### src/rtl/alu_arbiter.sv
// alu_arbiter
//   Shares one external combinational ALU between two requesters
//   (0 = EX stage, 1 = branch/address-calc). Round-robin grant, registered
//   operand issue to the ALU, registered result/flag capture and the
//   architectural NZVC flag register.
//
// Ports
//   clk, reset              rising-edge clock, synchronous active-high reset
//   req_valid/req_ready     per-requester request handshake (bit i = requester i)
//   req_a/req_b/req_op      operands and ALU control, requester i at [i*W +: W]
//   req_setf                op writes the flag register
//   rsp_valid/rsp_ready     one-hot response handshake back to the owner
//   rsp_result/rsp_flags    registered result and NZVC of the granted op
//   alu_a/alu_b/alu_op      registered operands/control to the shared ALU
//   alu_result/alu_flags    ALU outputs, sampled at the end of EXEC
//   flag_reg                architectural NZVC ([3]N [2]Z [1]V [0]C)
module alu_arbiter #(
    parameter int WIDTH = 64,
    parameter int OPW   = 3
) (
    input  logic               clk,
    input  logic               reset,
    input  logic [1:0]         req_valid,
    output logic [1:0]         req_ready,
    input  logic [2*WIDTH-1:0] req_a,
    input  logic [2*WIDTH-1:0] req_b,
    input  logic [2*OPW-1:0]   req_op,
    input  logic [1:0]         req_setf,
    output logic [1:0]         rsp_valid,
    input  logic [1:0]         rsp_ready,
    output logic [WIDTH-1:0]   rsp_result,
    output logic [3:0]         rsp_flags,
    output logic [WIDTH-1:0]   alu_a,
    output logic [WIDTH-1:0]   alu_b,
    output logic [OPW-1:0]     alu_op,
    input  logic [WIDTH-1:0]   alu_result,
    input  logic [3:0]         alu_flags,
    output logic [3:0]         flag_reg
);

    typedef enum logic [1:0] {
        IDLE = 2'd0,
        EXEC = 2'd1,
        RESP = 2'd2
    } state_t;

    state_t state, state_nxt;
    logic   rr_ptr;     // requester preferred on the next contended grant
    logic   owner;      // requester whose op is in flight
    logic   setf_q;     // in-flight op updates flag_reg
    logic   grant;
    logic   grant_vld;
    logic   accept;

    // Round-robin pick: preferred requester first, otherwise the other one.
    always_comb begin
        grant     = rr_ptr;
        grant_vld = 1'b0;
        if (req_valid[rr_ptr]) begin
            grant     = rr_ptr;
            grant_vld = 1'b1;
        end else if (req_valid[~rr_ptr]) begin
            grant     = ~rr_ptr;
            grant_vld = 1'b1;
        end
    end

    // Ready is suppressed while reset is held so nothing is accepted then.
    assign accept = (state == IDLE) && grant_vld && !reset;

    always_comb begin
        state_nxt = state;
        req_ready = 2'b00;
        rsp_valid = 2'b00;
        case (state)
            IDLE: begin
                if (accept) begin
                    req_ready[grant] = 1'b1;
                    state_nxt        = EXEC;
                end
            end
            EXEC: state_nxt = RESP;
            RESP: begin
                rsp_valid[owner] = 1'b1;
                if (rsp_ready[owner]) state_nxt = IDLE;
            end
            default: state_nxt = IDLE;
        endcase
    end

    always_ff @(posedge clk) begin
        if (reset) state <= IDLE;
        else       state <= state_nxt;
    end

    always_ff @(posedge clk) begin
        if (reset) begin
            rr_ptr     <= 1'b0;
            owner      <= 1'b0;
            setf_q     <= 1'b0;
            alu_a      <= '0;
            alu_b      <= '0;
            alu_op     <= '0;
            rsp_result <= '0;
            rsp_flags  <= '0;
            flag_reg   <= '0;
        end else begin
            if (accept) begin
                alu_a  <= grant ? req_a[2*WIDTH-1:WIDTH] : req_a[WIDTH-1:0];
                alu_b  <= grant ? req_b[2*WIDTH-1:WIDTH] : req_b[WIDTH-1:0];
                alu_op <= grant ? req_op[2*OPW-1:OPW]    : req_op[OPW-1:0];
                setf_q <= req_setf[grant];
                owner  <= grant;
                rr_ptr <= ~grant;
            end
            // ALU output is settled from the registered operands by end of EXEC.
            if (state == EXEC) begin
                rsp_result <= alu_result;
                rsp_flags  <= alu_flags;
                if (setf_q) flag_reg <= alu_flags;
            end
        end
    end

endmodule

### config.mk
export PLATFORM = sky130hd
export DESIGN_NAME = alu_arbiter
export DESIGN_NICKNAME = d
export VERILOG_FILES = /design/src/rtl/alu_arbiter.sv
export SDC_FILE = /design/constraint.sdc
export NUM_CORES = 1
export LEC_CHECK = 0
export BUFFER_PORTS_ARGS = -buffer_cell sky130_fd_sc_hd__buf_2
export CELL_PAD_IN_SITES_DETAIL_PLACEMENT = 1
export CELL_PAD_IN_SITES_GLOBAL_PLACEMENT = 1
export CORE_AREA = 2 2 214 216
export CTS_CLUSTER_DIAMETER = 60
export DETAILED_ROUTE_END_ITERATION = 7
export DIE_AREA = 0 0 216 218
export PLACE_DENSITY_LB_ADDON = 0.1
export SLEW_MARGIN = 20
export SYNTH_ARGS = -nofsm -noshare
export SYNTH_HDL_FRONTEND = slang
export SYNTH_SLANG_ARGS = --single-unit
export TNS_END_PERCENT = 20
### constraint.sdc
create_clock -name clk -period 2.2 [get_ports clk]
set_input_delay 0.11 -clock clk [delete_from_list [all_inputs] [get_ports clk]]
set_output_delay 0.11 -clock clk [all_outputs]
set_load 0.005 [all_outputs]
==> run_results.csv, run 1 <==
group,metric,value,unit
floorplanning,design.core.area,44900,um2
critical_path,critPathKind,"reg -> reg",
detailed_routing,tritonroute_pass_1_iters,4,
finish,most-common-layout-cells,"543 x sky130_fd_sc_hd__buf_2, 334 x sky130_fd_sc_hd__dlygate4sd3_1, 207 x sky130_fd_sc_hd__dfxtp_1",
floorplanning,dieHeight,218,um
floorplanning,die_width,216,um
floorplanning,row_count,78,
sta,final.period_utilization,0.923,
finish,seqCellArea,4170,um2
grt,grt_pass1_wl,69600,um
critical_path,r2r-start,"state[0]$_SDFFE_PP0P_",
grt,grt_antenna_before_repair,3,
detailed_routing,drt-initial-drc-count,527,
sta,period_needed,2.03,ns
detailed_routing,vias,10700,
finish,largestRegisters,"alu_a: 64 flops, alu_b: 64 flops, rsp_result: 64 flops",
yosys,yosysSeqAreaShare,0.500,
yosys,synth.lib_cells_used.distinct,28,
placement,port_buffers,544,
yosys,ys_seq_elements,208,
detailed_routing,wl,46200,um
grt,grt_pass1_vias,11600,
power_and_ir_drop,p_per_area,765,nW/um2
outcome,run_status,"complete, no violations",
yosys,postSynthAreaPerCell,9.06,um2
cts,clkLatencyLatePin,0.54,ns
yosys,ys_warn_count,0,
sta,grt_setup_unrepaired,"no",
finish,area_used_by_multi_input_combinational_logic,3570,um2
critical_path,endpoint_kind,"flop",
yosys,synth_area,8330,um2
finish,mostFrequentLayoutCell,"sky130_fd_sc_hd__buf_2",
sta,tightestPinTransition,0.814,ns
floorplanning,die_area,47100,um2
critical_path,crit_path_end,"alu_b[43]$_SDFFE_PP0P_",
cts,clkSinkCount,208,
cts,htreeDepth,2,
finish,area_delta_synth_final,92.5,%
critical_path,worst_ep_required_time,2.67,ns
sta,timing_hold_violations_final,0,
placement,detailedPlacementHpwl,28400,um
critical_path,worstSetupStartpoint,"state[0]$_SDFFE_PP0P_",
yosys,syn-num-nets,1257,
sta,timing.hold.ws,0.130,ns
detailed_routing,antenna_violating_nets_post_route,0,
critical_path,worstPathMaxFanout,53,
critical_path,critical_path.reg2reg.endpoint,"alu_b[43]$_SDFFE_PP0P_",
detailed_routing,post_drt_via_cell_ratio,4.51,
yosys,netlist_instances,919,
run,timing.max_cap.violations,0,
finish,final_net_count,2086,
finish,final_cells,2376,
cts,path_clk_slew,0.05,ns
floorplanning,num_io_pins,545,
finish,final.fill_count,5313,
power_and_ir_drop,power.leakage,7.44,nW
floorplanning,initial_utilization,0.185,
finish,post_route_cells_drive_above_1_share,0.355,
cts,cts_buffers,34,
grt,grt_util_all_layers,0.188,
detailed_routing,detail_route.wl_per_cell,19.4,um
sta,report.final.slew_viol_count,0,
critical_path,regToRegSetupSlack,0.17,ns
sta,timing.slew.headroom,0.457,
power_and_ir_drop,power.ir.vdd_worst,0.000368,V
cts,clk_path_buf_depth,3,
grt,grt_start_max_net_pins,130,
sta,totalNegativeSetupSlack,0,ns
sta,clock_skew,0.0199,ns
sta,achievable-frequency,493,MHz
sta,report.final.setup_viol,0,
placement,routabilityCongestion,0.798,
cts,clockRootBuffer,"sky130_fd_sc_hd__clkbuf_16",
placement,placed_insts,1974,
cts,cts_tree,"built",
critical_path,worst_setup_sp_type,"flop",
detailed_routing,drc,0,
hold_path,holdCritPathClass,"in -> reg",
critical_path,worstPathArrival,2.50,ns
grt,grt_overflow_total,0,
critical_path,reg2regPathDepth,6,
## cells in the mapped netlist (all sizes together)
library cell | count | area share
and3b | 1 | 0.0011
a21boi | 1 | 0.0014
mux2i | 1 | 0.0012
a221o | 80 | 0.096
nor3b | 1 | 0.00090
a31oi | 52 | 0.039
clkbuf | 48 | 0.022
o21ai | 52 | 0.031
and2 | 1 | 0.00075
nor2 | 2 | 0.00090
or2 | 2 | 0.0015
nand2b | 2 | 0.0015
nand4 | 52 | 0.039
nor3 | 4 | 0.0038
dfxtp | 208 | 0.50
nor2b | 1 | 0.00075
a21oi | 76 | 0.047
nand3b | 2 | 0.0018
and3 | 81 | 0.061
nand2 | 140 | 0.063
buf | 56 | 0.052
nand3 | 56 | 0.034
## final cells by class
class | instances | area share
antenna | 3 | 0.000468
clock buffer | 45 | 0.0607
clock inverter | 16 | 0.0137
multi-input combinational | 607 | 0.223
sequential | 208 | 0.260
tap | 600 | 0.0468
timing repair buffer | 897 | 0.395
## timing repair
action	4_1_cts	5_1_grt
hold endpoints to repair	205	0
pin swaps	1	1
hold buffers	334	0
gates resized for setup	0	4
buffers inserted	2	1
endpoints found under the setup margin	1	6
gates cloned	1	0
## how the worst min path moves through the flow
stage                 start                   endpoint  slack (ns)  cells past startpoint
6_report       req_valid[1]        rr_ptr$_SDFFE_PP0P_        0.13                      3
5_1_grt        req_valid[1]        rr_ptr$_SDFFE_PP0P_        0.14                      3
4_1_cts        req_valid[1]        rr_ptr$_SDFFE_PP0P_        0.08                      3
3_5_place_dp     req_a[127]     alu_a[63]$_SDFFE_PP0P_        0.34                      2
3_3_place_gp      req_a[80]     alu_a[16]$_SDFFE_PP0P_        0.33                      2
2_1_floorplan  alu_flags[0]  rsp_flags[0]$_SDFFE_PP0N_        0.25                      2
## metal layers
| layer | routed length [um] | part of all wire | global-route usage |
|---|---|---|---|
| met1 | 19400 | 0.42 | 0.224 |
| met2 | 22800 | 0.49 | 0.325 |
| met3 | 2700 | 0.058 | 0.0508 |
| met4 | 1270 | 0.028 | 0.0694 |
| met5 | 13 | 0.00028 | 0 |
## where the power goes
group	switching, mW	internal (mW)
registers	0.176	4.09
clock network	2.09	3.61
logic	1.13	1.17
total	3.39	8.87
## worst max-delay path: stages, from the launching register on
cell,delay (ns)
sky130_fd_sc_hd__dfxtp_2,0.37
sky130_fd_sc_hd__nor3_4,0.20
sky130_fd_sc_hd__buf_4,0.17
sky130_fd_sc_hd__buf_16,0.24
sky130_fd_sc_hd__nand4_1,0.16
sky130_fd_sc_hd__a31oi_1,0.21
sky130_fd_sc_hd__dlygate4sd3_1,0.57
## kinds of logic after synthesis
kind of cell / after synthesis / share of synthesized area
AOI/OAI and AO/OA: 261 / 0.215
buffers and inverters: 104 / 0.0741
DFF: 208 / 0.500
muxes: 1 / 0.00120
and+or+nand+nor: 345 / 0.210
## through the flow
stage | power, mW | setup slack, ns | utilization | cell area [um2]
2_1_floorplan | 5.17 | 0.731 | - | 8330
3_3_place_gp | 6.10 | 0.272 | 0.254 | 11400
3_5_place_dp | 6.11 | 0.215 | 0.254 | 11400
4_1_cts | 12.5 | 0.0226 | 0.356 | 16000
5_1_grt | 12.9 | 0.0659 | 0.357 | 16000
6_report | 12.3 | 0.170 | 0.357 | 16000
No activity file was read; power rests on OpenSTA's default activity.
==> run 2, diff against run 1 <==
Settings changed: ABC_CLOCK_PERIOD_IN_PS set to 2400.
Clock period 2.2 ns to 2.4 ns, I/O delays scaled along.
==> run 2 against run 1 <==
Net effect: total power shrank 12%; non-clock buffer count grew 3; first-iteration DRC count shrank 16%; via count shrank 0.13%; critical path depth is the same; hold slack lost 0.023 ns; critical path type unchanged; largest cell class unchanged; largest power group unchanged; highest routed layer unchanged.
==> run_results.csv, run 2 (synthesis results as in run 1) <==
group,metric,value,unit
outcome,run_status,"complete, no violations",
grt,grt_pass1_vias,11500,
finish,utilization,0.354,
critical_path,worst_ep_required_time,2.85,ns
grt,grt_pass1_wl,68100,um
critical_path,endpoint_kind,"flop",
critical_path,critical_path.slowest_cell,"sky130_fd_sc_hd__dlygate4sd3_1",
placement,dp_worst_setup_slack,0.641,ns
floorplanning,dieHeight,218,um
floorplanning,die_width,216,um
placement,total_placed_instance_area,11400,um2
cts,clk_path_buf_depth,3,
sta,totalNegativeSetupSlack,0,ns
critical_path,cp_cell_sequence,"nor3_4, buf_4, buf_4, and3_1, a221o_1, dlygate4sd3_1",
detailed_routing,drc,0,
cts,post-cts-setup-buffer-count,0,
floorplanning,die_area,47100,um2
critical_path,worstPathBufferInverterCount,3,
finish,final_net_count,2085,
detailed_routing,post_drt_via_cell_ratio,4.49,
critical_path,worstPathMaxFanout,43,
sta,final.period_utilization,0.947,
finish,mostFrequentLayoutCell,"sky130_fd_sc_hd__buf_2",
sta,setup_ws,0.128,ns
sta,timing.hold.ws,0.107,ns
power_and_ir_drop,power.leakage,7.64,nW
cts,clkLatencyLatePin,0.57,ns
finish,largestRegisters,"alu_a: 64 flops, alu_b: 64 flops, rsp_result: 64 flops",
sta,report.final.setup_viol,0,
sta,achievable-frequency,440,MHz
finish,post_route_cells_drive_above_1_share,0.351,
sta,timing_hold_violations_final,0,
cts,path_clk_slew,0.06,ns
cts,clkSinkCount,208,
cts,htreeDepth,1,
grt,grt_util_all_layers,0.182,
floorplanning,design.core.area,44900,um2
cts,cts_tree,"built",
finish,seqCellArea,4160,um2
sta,report.final.slew_viol_count,0,
run,timing.max_cap.violations,0,
power_and_ir_drop,total_power,10.8,mW
critical_path,cp_slowest_stage_delay,0.57,ns
finish,final_cells,2381,
cts,cts_buffers,30,
placement,port_buffers,544,
placement,detailedPlacementHpwl,28800,um
sta,tightestPinTransition,0.747,ns
critical_path,worstPathArrival,2.72,ns
placement,routabilityCongestion,0.782,
detailed_routing,detail_route.wl_per_cell,18.9,um
detailed_routing,tritonroute_pass_1_iters,4,
grt,grt_overflow_total,0,
floorplanning,initial_utilization,0.185,
detailed_routing,antenna_violating_nets_post_route,0,
detailed_routing,drt-initial-drc-count,445,
grt,grt_start_max_net_pins,114,
finish,most-common-layout-cells,"543 x sky130_fd_sc_hd__buf_2, 337 x sky130_fd_sc_hd__dlygate4sd3_1, 208 x sky130_fd_sc_hd__dfxtp_1",
sta,timing.slew.headroom,0.502,
placement,placed_insts,1978,
finish,area_used_by_multi_input_combinational_logic,3570,um2
floorplanning,row_count,78,
finish,area_delta_synth_final,91.0,%
cts,clockRootBuffer,"sky130_fd_sc_hd__clkbuf_16",
floorplanning,num_io_pins,545,
critical_path,critPathKind,"reg -> reg",
critical_path,cpLargestDelayFamily,"buffers and inverters",
finish,finish.instance_area,15900,um2
critical_path,most_common_cell_on_crit_path,"sky130_fd_sc_hd__buf_4",
grt,grt_antenna_before_repair,13,
sta,period_needed,2.27,ns
power_and_ir_drop,power.ir.vdd_worst,0.000560,V
power_and_ir_drop,p_per_area,681,nW/um2
detailed_routing,wl,44900,um
sta,grt_setup_unrepaired,"no",
detailed_routing,vias,10700,
critical_path,worst_setup_sp_type,"flop",
sta,clock_skew,0.0170,ns
hold_path,holdCritPathClass,"in -> reg",
finish,final.fill_count,5343,
[run 2: path summary, 6_finish.rpt]
| check | cells past startpoint | slack (ns) | to | start |
|---|---|---|---|---|
| max | 6 | 0.13 | alu_b[26]$_SDFFE_PP0P_ | state[1]$_SDFFE_PP0P_ |
| min | 3 | 0.11 | rr_ptr$_SDFFE_PP0P_ | req_valid[1] |
| max reg2reg | 6 | 0.13 | alu_b[26]$_SDFFE_PP0P_ | state[1]$_SDFFE_PP0P_ |
| min reg2reg | 2 | 0.45 | rsp_result[6]$_SDFFE_PP0N_ | rsp_result[6]$_SDFFE_PP0N_ |
[run 2: cell type report]
cell class,count,share of cell area
antenna,11,0.00173
multi-input combinational,607,0.225
sequential,208,0.262
clock inverter,15,0.0135
clock buffer,40,0.0534
timing repair buffer,900,0.397
tap,600,0.0472
[run 2: worst register-to-register path: cells and delay by family (launching register included)]
| kind | cells | cell delay [ns] |
|---|---|---|
| and+or+nand+nor | 2 | 0.35 |
| DFF | 1 | 0.52 |
| buffers and inverters | 3 | 1.04 |
| AOI/OAI and AO/OA | 1 | 0.27 |
[run 2: power by group]
group          switching (mW)  internal (mW)
Clock                    1.74           3.01
Combinational            1.01           1.15
Sequential              0.161           3.75
Total                    2.92           7.91
[run 2: metal layers]
layer / global-route usage / routed length, um / up-vias
met3: 0.0485 / 2990 / 82
met4: 0.0694 / 1410 / 6
met5: 0 / 28 / -
met2: 0.312 / 22000 / 331
met1: 0.217 / 18500 / 5183
li1: - / - / 5091
[run 2: repair_timing]
action                                  in CTS  in global routing
hold endpoints to repair                   207                  0
hold buffers                               337                  0
gates resized for setup                      0                  1
endpoints found under the setup margin       0                  3
